==> src/rtl/dac_ctrl_pkg.sv <==
// Shared constants, FSM state encoding and helpers for the segmented DAC controller.
// Binary LSB width, thermometer cell count and the zero-code levels live here.
package dac_ctrl_pkg;

    localparam int NBIN   = 7;
    localparam int NTHERM = 17;
    localparam int KW     = 5;   // width of the thermometer count field code[11:7]
    localparam int PTRW   = 5;   // holds 0..NTHERM-1
    localparam int CODEW  = NBIN + KW;

    localparam logic [NBIN-1:0]   ZERO_BIN   = '0;
    localparam logic [NTHERM-1:0] ZERO_THERM = '0;
    localparam logic [NBIN-1:0]   SAT_BIN    = '1;

    typedef enum logic [2:0] {
        ST_OFF   = 3'd0,
        ST_PWRUP = 3'd1,
        ST_RUN   = 3'd2,
        ST_PWRDN = 3'd3,
        ST_FAULT = 3'd4
    } dac_state_e;

    function automatic logic is_over(input logic [KW-1:0] raw);
        return raw > KW'(NTHERM);
    endfunction

    function automatic logic [KW-1:0] clamp_k(input logic [KW-1:0] raw);
        return is_over(raw) ? KW'(NTHERM) : raw;
    endfunction

endpackage

==> src/rtl/dac_therm_dem.sv <==
// Count-to-thermometer encoder with rotating start pointer for dynamic element matching.
// o_therm is combinational from the current pointer; the pointer advances by k on each load.
module dac_therm_dem
    import dac_ctrl_pkg::*;
#(
    parameter bit DEM_EN = 1'b1
) (
    input  logic              i_clk,
    input  logic              i_rst_n,
    input  logic              i_load,
    input  logic              i_clr,
    input  logic [KW-1:0]     i_k,
    output logic [NTHERM-1:0] o_therm
);

    logic [PTRW-1:0]     r_ptr;
    logic [NTHERM-1:0]   w_base;
    logic [2*NTHERM-1:0] w_dbl;
    logic [PTRW:0]       w_sum;
    logic [PTRW:0]       w_wrap;

    always_comb begin
        w_base = '0;
        for (int i = 0; i < NTHERM; i++) begin
            w_base[i] = (i < int'(i_k));
        end
    end

    // Rotate left by r_ptr: bits shifted past the top fold back into bit 0 upward.
    assign w_dbl   = {{NTHERM{1'b0}}, w_base} << r_ptr;
    assign o_therm = w_dbl[NTHERM-1:0] | w_dbl[2*NTHERM-1:NTHERM];

    assign w_sum  = {1'b0, r_ptr} + {1'b0, i_k};
    assign w_wrap = w_sum - (PTRW+1)'(NTHERM);

    always_ff @(posedge i_clk or negedge i_rst_n) begin
        if (!i_rst_n) begin
            r_ptr <= '0;
        end else if (i_clr || !DEM_EN) begin
            r_ptr <= '0;
        end else if (i_load) begin
            // ptr + k never exceeds 2*NTHERM-1, so one conditional subtract is a full mod.
            r_ptr <= (w_sum >= (PTRW+1)'(NTHERM)) ? w_wrap[PTRW-1:0] : w_sum[PTRW-1:0];
        end
    end

endmodule

==> src/rtl/dac_seg_sequencer.sv <==
// Power sequencing and sample path for a 7-bit binary + 17-cell thermometer DAC driver.
// Sequences OFF/PWRUP/RUN/PWRDN/FAULT and registers the segmented control words.
module dac_seg_sequencer
    import dac_ctrl_pkg::*;
#(
    parameter int PU_CYCLES = 16,
    parameter int PD_CYCLES = 4,
    parameter bit DEM_EN    = 1'b1
) (
    input  logic              i_clk,
    input  logic              i_rst_n,
    input  logic              i_en,
    input  logic              i_supply_ok,
    input  logic [CODEW-1:0]  i_code,
    input  logic              i_code_valid,
    output logic              o_code_ready,
    output logic              o_pdb,
    output logic [NBIN-1:0]   o_datain,
    output logic [NBIN-1:0]   o_datainb,
    output logic [NTHERM-1:0] o_datatherm,
    output logic [NTHERM-1:0] o_datathermb,
    output logic              o_sat,
    output logic              o_fault
);

    localparam int CNT_MAX = (PU_CYCLES > PD_CYCLES) ? PU_CYCLES : PD_CYCLES;
    localparam int CW      = (CNT_MAX < 2) ? 1 : $clog2(CNT_MAX);

    dac_state_e          r_state;
    logic [CW-1:0]       r_cnt;
    logic                r_pdb;
    logic [NBIN-1:0]     r_datain;
    logic [NTHERM-1:0]   r_therm;
    logic                r_sat;
    logic                r_fault;

    logic [KW-1:0]       w_k_raw;
    logic [KW-1:0]       w_k;
    logic                w_over;
    logic                w_xfer;
    logic                w_to_off;
    logic                w_pu_done;
    logic                w_pd_done;
    logic [NTHERM-1:0]   w_therm;

    assign w_k_raw   = i_code[CODEW-1:NBIN];
    assign w_over    = is_over(w_k_raw);
    assign w_k       = clamp_k(w_k_raw);
    assign w_pu_done = (r_cnt == CW'(PU_CYCLES - 1));
    assign w_pd_done = (r_cnt == CW'(PD_CYCLES - 1));

    // Ready is gated by the live inputs so a dropping supply or enable wins over a
    // pending handshake on the same edge.
    assign o_code_ready = (r_state == ST_RUN) && i_en && i_supply_ok;
    assign w_xfer       = i_code_valid && o_code_ready;

    assign w_to_off = i_supply_ok &&
                      (((r_state == ST_PWRDN) && w_pd_done) ||
                       ((r_state == ST_FAULT) && !i_en));

    dac_therm_dem #(
        .DEM_EN (DEM_EN)
    ) u_dem (
        .i_clk   (i_clk),
        .i_rst_n (i_rst_n),
        .i_load  (w_xfer),
        .i_clr   (w_to_off),
        .i_k     (w_k),
        .o_therm (w_therm)
    );

    always_ff @(posedge i_clk or negedge i_rst_n) begin
        if (!i_rst_n) begin
            r_state  <= ST_OFF;
            r_cnt    <= '0;
            r_pdb    <= 1'b0;
            r_datain <= ZERO_BIN;
            r_therm  <= ZERO_THERM;
            r_sat    <= 1'b0;
            r_fault  <= 1'b0;
        end else begin
            r_sat <= 1'b0;
            if ((r_state != ST_OFF) && !i_supply_ok) begin
                r_state  <= ST_FAULT;
                r_pdb    <= 1'b0;
                r_datain <= ZERO_BIN;
                r_therm  <= ZERO_THERM;
                r_fault  <= 1'b1;
            end else begin
                case (r_state)
                    ST_OFF: begin
                        if (i_en && i_supply_ok) begin
                            r_state <= ST_PWRUP;
                            r_pdb   <= 1'b1;
                            r_cnt   <= '0;
                        end
                    end
                    ST_PWRUP: begin
                        if (!i_en) begin
                            r_state <= ST_PWRDN;
                            r_cnt   <= '0;
                        end else if (w_pu_done) begin
                            r_state <= ST_RUN;
                        end else begin
                            r_cnt <= r_cnt + 1'b1;
                        end
                    end
                    ST_RUN: begin
                        if (!i_en) begin
                            r_state  <= ST_PWRDN;
                            r_cnt    <= '0;
                            r_datain <= ZERO_BIN;
                            r_therm  <= ZERO_THERM;
                        end else if (w_xfer) begin
                            r_datain <= w_over ? SAT_BIN : i_code[NBIN-1:0];
                            r_therm  <= w_therm;
                            r_sat    <= w_over;
                        end
                    end
                    ST_PWRDN: begin
                        if (w_pd_done) begin
                            r_state <= ST_OFF;
                            r_pdb   <= 1'b0;
                        end else begin
                            r_cnt <= r_cnt + 1'b1;
                        end
                    end
                    ST_FAULT: begin
                        if (!i_en) begin
                            r_state <= ST_OFF;
                            r_fault <= 1'b0;
                        end
                    end
                    default: begin
                        r_state  <= ST_OFF;
                        r_pdb    <= 1'b0;
                        r_datain <= ZERO_BIN;
                        r_therm  <= ZERO_THERM;
                        r_fault  <= 1'b0;
                    end
                endcase
            end
        end
    end

    assign o_pdb        = r_pdb;
    assign o_datain     = r_datain;
    assign o_datainb    = ~r_datain;
    assign o_datatherm  = r_therm;
    assign o_datathermb = ~r_therm;
    assign o_sat        = r_sat;
    assign o_fault      = r_fault;

endmodule

==> config.mk <==
export PLATFORM = sky130hd
export DESIGN_NAME = dac_seg_sequencer
export DESIGN_NICKNAME = d
export VERILOG_FILES = /design/src/rtl/dac_ctrl_pkg.sv /design/src/rtl/dac_therm_dem.sv /design/src/rtl/dac_seg_sequencer.sv
export SDC_FILE = /design/constraint.sdc
export NUM_CORES = 1
export LEC_CHECK = 0
export CAP_MARGIN = 5
export CORE_MARGIN = 1.5
export CORE_UTILIZATION = 48
export DETAILED_ROUTE_END_ITERATION = 12
export PLACE_DENSITY = 0.85
export SYNTH_ARGS = -nofsm -noshare
export SYNTH_HDL_FRONTEND = slang
export SYNTH_HIERARCHICAL = 1
export SYNTH_SLANG_ARGS = --single-unit
==> constraint.sdc <==
create_clock -name i_clk -period 2.2 [get_ports i_clk]
set_input_delay 0.33 -clock i_clk [delete_from_list [all_inputs] [get_ports i_clk]]
set_output_delay 0.33 -clock i_clk [all_outputs]
set_load 0.02 [all_outputs]
After elaboration in Yosys (flattened, before gate mapping)
Cells that the tools add are included.
{ "totals": {"regBits": 39, "in_bits": 17, "output_inout_bits": 52} }
{ "classes": {"addsub": 3, "n_lt_le_gt_ge": 19, "n_eq_ne": 19, "shifts": 1, "muxes": 38, "bitwise": 4, "n_reduce_logical": 23} }
{ "ops": {"columns": ["op", "count"], "rows": [
  ["$mux W17", 3],
  ["$lt A4 B5 Y1 const A", 8],
  ["$pmux W17 S2", 1],
  ["$shl A17 B5 Y34", 1],
  ["$mux W7", 4],
  ["$mux W3", 7],
  ["$lt A3 B5 Y1 const A", 4],
  ["$mux W4", 5],
  ["$mux W5", 4],
  ["$not A17 Y17", 1],
  ["$or A17 B17 Y17", 1],
  ["$pmux W4 S4", 1],
  ["$pmux W3 S5", 1],
  ["$pmux W7 S2", 1],
  ["$lt A1 B5 Y1 const A", 2],
  ["$lt A2 B5 Y1 const A", 2],
  ["$mux W1", 9],
  ["$ne A3 B2 Y1 const B", 3],
  ["$logic_and A1 B1 Y1", 8],
  ["$reduce_or A4 Y1", 2],
  ["$not A7 Y7", 1],
  ["$add A5 B5 Y6", 1],
  ["$eq A3 B2 Y1 const B", 2],
  ["$ge A6 B5 Y1 const B", 1],
  ["other kinds (27)", 34]
]} }

Depth between registers and ports, before layout
{ "logic_depth": {"depth_word": 9, "depth_mapped": 11} }

Hierarchy
The synthesis kept the hierarchy.
{ "by_module_without_submodules": {"columns": ["mod", "instances", "cells_per_inst", "area_per_inst_um2", "seq_area_each_um2"], "rows": [
  ["dac_therm_dem", 1, 248, 1794.2, 125.1],
  ["dac_seg_sequencer", 1, 159, 1636.6, 850.8]
]} }

Worst setup path before layout
Ideal clock, no wire load.
{ "synth_path": {"path_type": "input-to-reg", "startpoint": "input i_code[10]", "endpoint": "register u_dem.r_ptr[3]", "setup_time_ns": 0.125, "arrival_time_ns": 2.680, "required_ns": 2.075, "path_slack_ns": -0.605, "cell_stages": 10, "path_buffers": 0, "cell_sequence": "o31a_1 or2_2 ha_1 inv_1 fa_1 xor2_1 and3_1 o311ai_0 o2111a_1 a2111oi_0"} }
{ "synth_via": {"elab_chain_cells": 7, "word_cells_on_any_way": 8, "classes_between": "2 x add/sub; 2 x order compare; 4 x mux"} }
{ "synth_rtl": {"columns": ["item", "line", "rtl"], "rows": [
  ["start, declared", "dac_seg_sequencer.sv:14", "input logic [CODEW-1:0] i_code,"],
  ["$gt A5 B5 Y1 (*)", "dac_ctrl_pkg.sv:24", "return raw > KW'(NTHERM);"],
  ["$mux W5 (*)", "dac_ctrl_pkg.sv:28", "return is_over(raw) ? KW'(NTHERM) : raw;"],
  ["net w_k[0]", "dac_seg_sequencer.sv:38", "logic [KW-1:0] w_k;"],
  ["$add A5 B5 Y6 (*)", "dac_therm_dem.sv:33", "assign w_sum = {1'b0, r_ptr} + {1'b0, i_k};"],
  ["$sub A5 B5 Y5 / $ge A6 B5 Y1 (equally long branches)", "dac_therm_dem.sv:34, dac_therm_dem.sv:43", null],
  ["$mux W5 (*)", "dac_therm_dem.sv:43", "r_ptr <= (w_sum >= (PTRW+1)'(NTHERM)) ? w_wrap[PTRW-1:0] : w_sum[PTRW-1:0];"],
  ["$mux W5 (*)", "dac_therm_dem.sv:41", "end else if (i_load) begin"],
  ["$mux W5 (*)", "dac_therm_dem.sv:39", "end else if (i_clr || !DEM_EN) begin"],
  ["end signal, assigned", "dac_therm_dem.sv:43", null],
  ["end, declared", "dac_therm_dem.sv:16", "logic [PTRW-1:0] r_ptr;"]
]} }
The timed path passes the listed nets; every way through them passes the cells marked *. The select of a mux whose other input is x is not followed.
A chain may end at the register's enable or synchronous reset.

Worst setup path after layout
{ "layout_path": {"startpoint": "input i_code[9]", "endpoint": "register u_dem.r_ptr[3]"} }
The elaborated chain is that of the path after synthesis.

==> qor.txt <==
worst setup margin: -0.3017 ns
Worst-path clk slew: 0.08 ns
outcome: finished, violations left
Fin Setup TNS: -4.424 ns
Mapped Cells: 407
net switching power: 0.9336 mW
Lkg Pwr: 2.219 nW
total global routing track utilization: 32.24%
DRC: 0
crit path cell chain: buf_6 > o31a_1 > or2_4 > ha_4 > inv_2 > fa_2 > xor2_4 > and3_4 > o311ai_4 > o2111a_1 > a2111oi_2
RSZ-0062 raised after global routing: true
Worst-Skew Late Latency: 0.30 ns
Die W: 87.54 um
max-cap violations: 0
Least-Margin Pin Slew: 0.8603 ns
# port buffers: 68
die area: 7663 sq um
register area share after synthesis: 28.45%
highest-count cells in the layout ignoring fill and taps: buf_4 (83), clkdlybuf4s50_1 (61), inv_1 (39), dfrtp_1 (38), nor2_1 (25)
register area: 977.2 sq um
share of layout cells above drive strength 1: 37.14%
Clock Path Buffers: 2
Worst path slowest cell: a2111oi_2
post-place instance area: 4766 sq um
Pre-Repair DR Iteration Count: 5
Reg power frac: 32.7%
CTS tree: yes
Syn Area/Cell: 8.429 sq um
number of synthesized flops with an enable pin: 0
global-route wire length before repair: 19320 um
largest net degree at the start of global routing: 40
Starting Density: 49.95%
detailed-route via count: 4297
CTS sink cnt: 39
max layer used: met4
Placement Rows: 30
Post-DRT Antenna Nets: 0
Mapped Area: 3431 sq um
GPL Wtd Cong: 0.9727
Met2 Routed Length: 6542 um
Netlist cell types: 80
Arr. time, crit path: 2.69 ns
Final min period: 2.502 ns
CP peak stage delay: 0.32 ns
Clk pwr share: 20.1%
core area: 6869 sq um
final WL: 13530 um
number of vias per cell: 6.631
Met1 Wirelength: 4898 um
Final Max Slew Viols: 0
commonest non-fill, non-tap cell in the layout: buf_4
Num CTS Buffers: 5
clock skew: 0.009864 ns
global route total overflow: 0
Req. time, crit path: 2.39 ns
min-delay worst type: primary input to asynchronous set/reset pin
met3 wire length: 1174 um
Crit Path Category: primary input to flip-flop
Worst setup SP type: primary input
multi-input logic area: 2635 sq um
initial antenna violation count: 0
Main synth FF type: dfrtp_1
Comb power frac: 47.2%
post-synthesis async set-or-reset flop share: 100.0%
io pins: 69
Hold-fix buffers, CTS: 0
Initial DRC Count: 565
Syn Nets: 433
total power: 2.433 mW
Worst VDD drop: 341.7 uV
fmax: 0.3997 GHz
crit end category: flip-flop
Max H-tree Level: 2
Yosys warnings: 6
Fillers: 393
violated checks: negative setup slack
Total Nets Final: 577
Detail Placement HPWL: 8127 um
root buffer cell: clkbuf_8
Power Internal: 1.499 mW
Final period util: 113.7%
#FFs+latches synth: 39
Critical Path Fanout Max: 3
vias in the first global route: 4001
switching share of power: 38.37%
fin area: 5498 sq um
P per Cell Area: 442.6 nW/um^2
area grow syn2layout: 60.25%
Finish-stage setup viols: 22
Die Height: 87.54 um
Slew headroom: 42.64%
diode count: 0
wire per inst: 20.88 um
minimum setup slack after placement: -0.9767 ns
final hold violations: 0
[critical path: cells and delay by family]
family	cells	cell delay, ns
xor gates and xnor gates	1	0.19
and+or+nand+nor	2	0.52
buffers and inverters	2	0.15
adders and majority gates	2	0.47
AOI/OAI and AO/OA	4	1.03
[kinds of logic after synthesis]
logic type,Yosys count,share of synthesized area (%)
buf+inv,76,9.117
simple gates,108,17.54
compound gates,158,35.05
fa+ha+maj,11,4.085
flops,39,28.45
mux,12,4.997
xor+xnor,3,0.7660
[per-stage QoR]
step                      utilization [%]  hold WS, ns  instances
after CTS                           75.39       0.1695        636
after detailed placement            69.38       0.4703        620
final                               80.04       0.1335        648
after global placement              69.38       0.4747        620
after global routing                80.04       0.2133        648
after floorplan                         -      0.03441        407
[layer usage]
metal	up-vias	GRT usage, %
met5	-	0
met4	0	18.76
met3	104	5.090
met2	361	55.94
met1	1995	37.69
li1	1837	-
[power groups by stage]
stage | clock network [mW] | logic (mW) | registers [mW]
floorplan | 0 | 0.513 | 0.817
CTS | 0.490 | 0.984 | 0.791
finish | 0.489 | 1.15 | 0.795
global placement | 0 | 0.852 | 0.802
global route | 0.519 | 1.21 | 0.800
detailed placement | 0 | 0.881 | 0.805
[synth_stat cells, types with 8 or more instances]
library cell  count  area, sq um
inv_1            41        153.9
dfrtp_1          39        975.9
nor2_1           26        97.59
o21ai_0          23        115.1
a21oi_1          18        90.09
a22o_1           17        148.9
clkbuf_1         15        56.30
buf_2            13        65.06
nand2_1          13        48.80
nor3_1            9        45.04
ha_1              8        100.1
[flip-flops by register name, indices dropped and copies added (netlist names)]
name and count:
r_cnt 4, o_fault 1, o_pdb 1, o_datatherm 17, u_dem/r_ptr 5, o_datain 7
r_state 3, o_sat 1
[path summary, 6_finish.rpt]
kind	cells past startpoint	slack, ns	startpoint	end
min in group i_clk	1	0.52	o_datain[6]$_DFFE_PN0P_	o_datain[6]$_DFFE_PN0P_
hold reg to reg	1	0.52	o_datain[6]$_DFFE_PN0P_	o_datain[6]$_DFFE_PN0P_
setup / recovery	11	-0.30	i_code[9]	u_dem/r_ptr[3]$_DFFE_PN0P_
max in group asynchronous	1	1.47	i_rst_n	u_dem/r_ptr[2]$_DFFE_PN0P_
hold / removal	1	0.13	i_rst_n	o_datatherm[4]$_DFFE_PN0P_
setup reg to reg	8	-0.20	u_dem/r_ptr[0]$_DFFE_PN0P_	u_dem/r_ptr[3]$_DFFE_PN0P_
[cell type report]
type	instances	area share (%)
Inverter	43	2.936
Tap cell	96	2.185
Clock buffer	7	1.388
Timing Repair Buffer	170	27.70
Sequential cell	39	17.77
Clock inverter	1	0.09103
Multi-Input combinational cell	292	47.93
[repair_timing]
item	4_1_cts	5_1_grt
setup buffers	8	13
setup endpoints to repair	23	22
pin swaps	30	45
resized for setup	80	50
endpoints found under the hold margin	0	0
(Power assumes the default switching activity.)
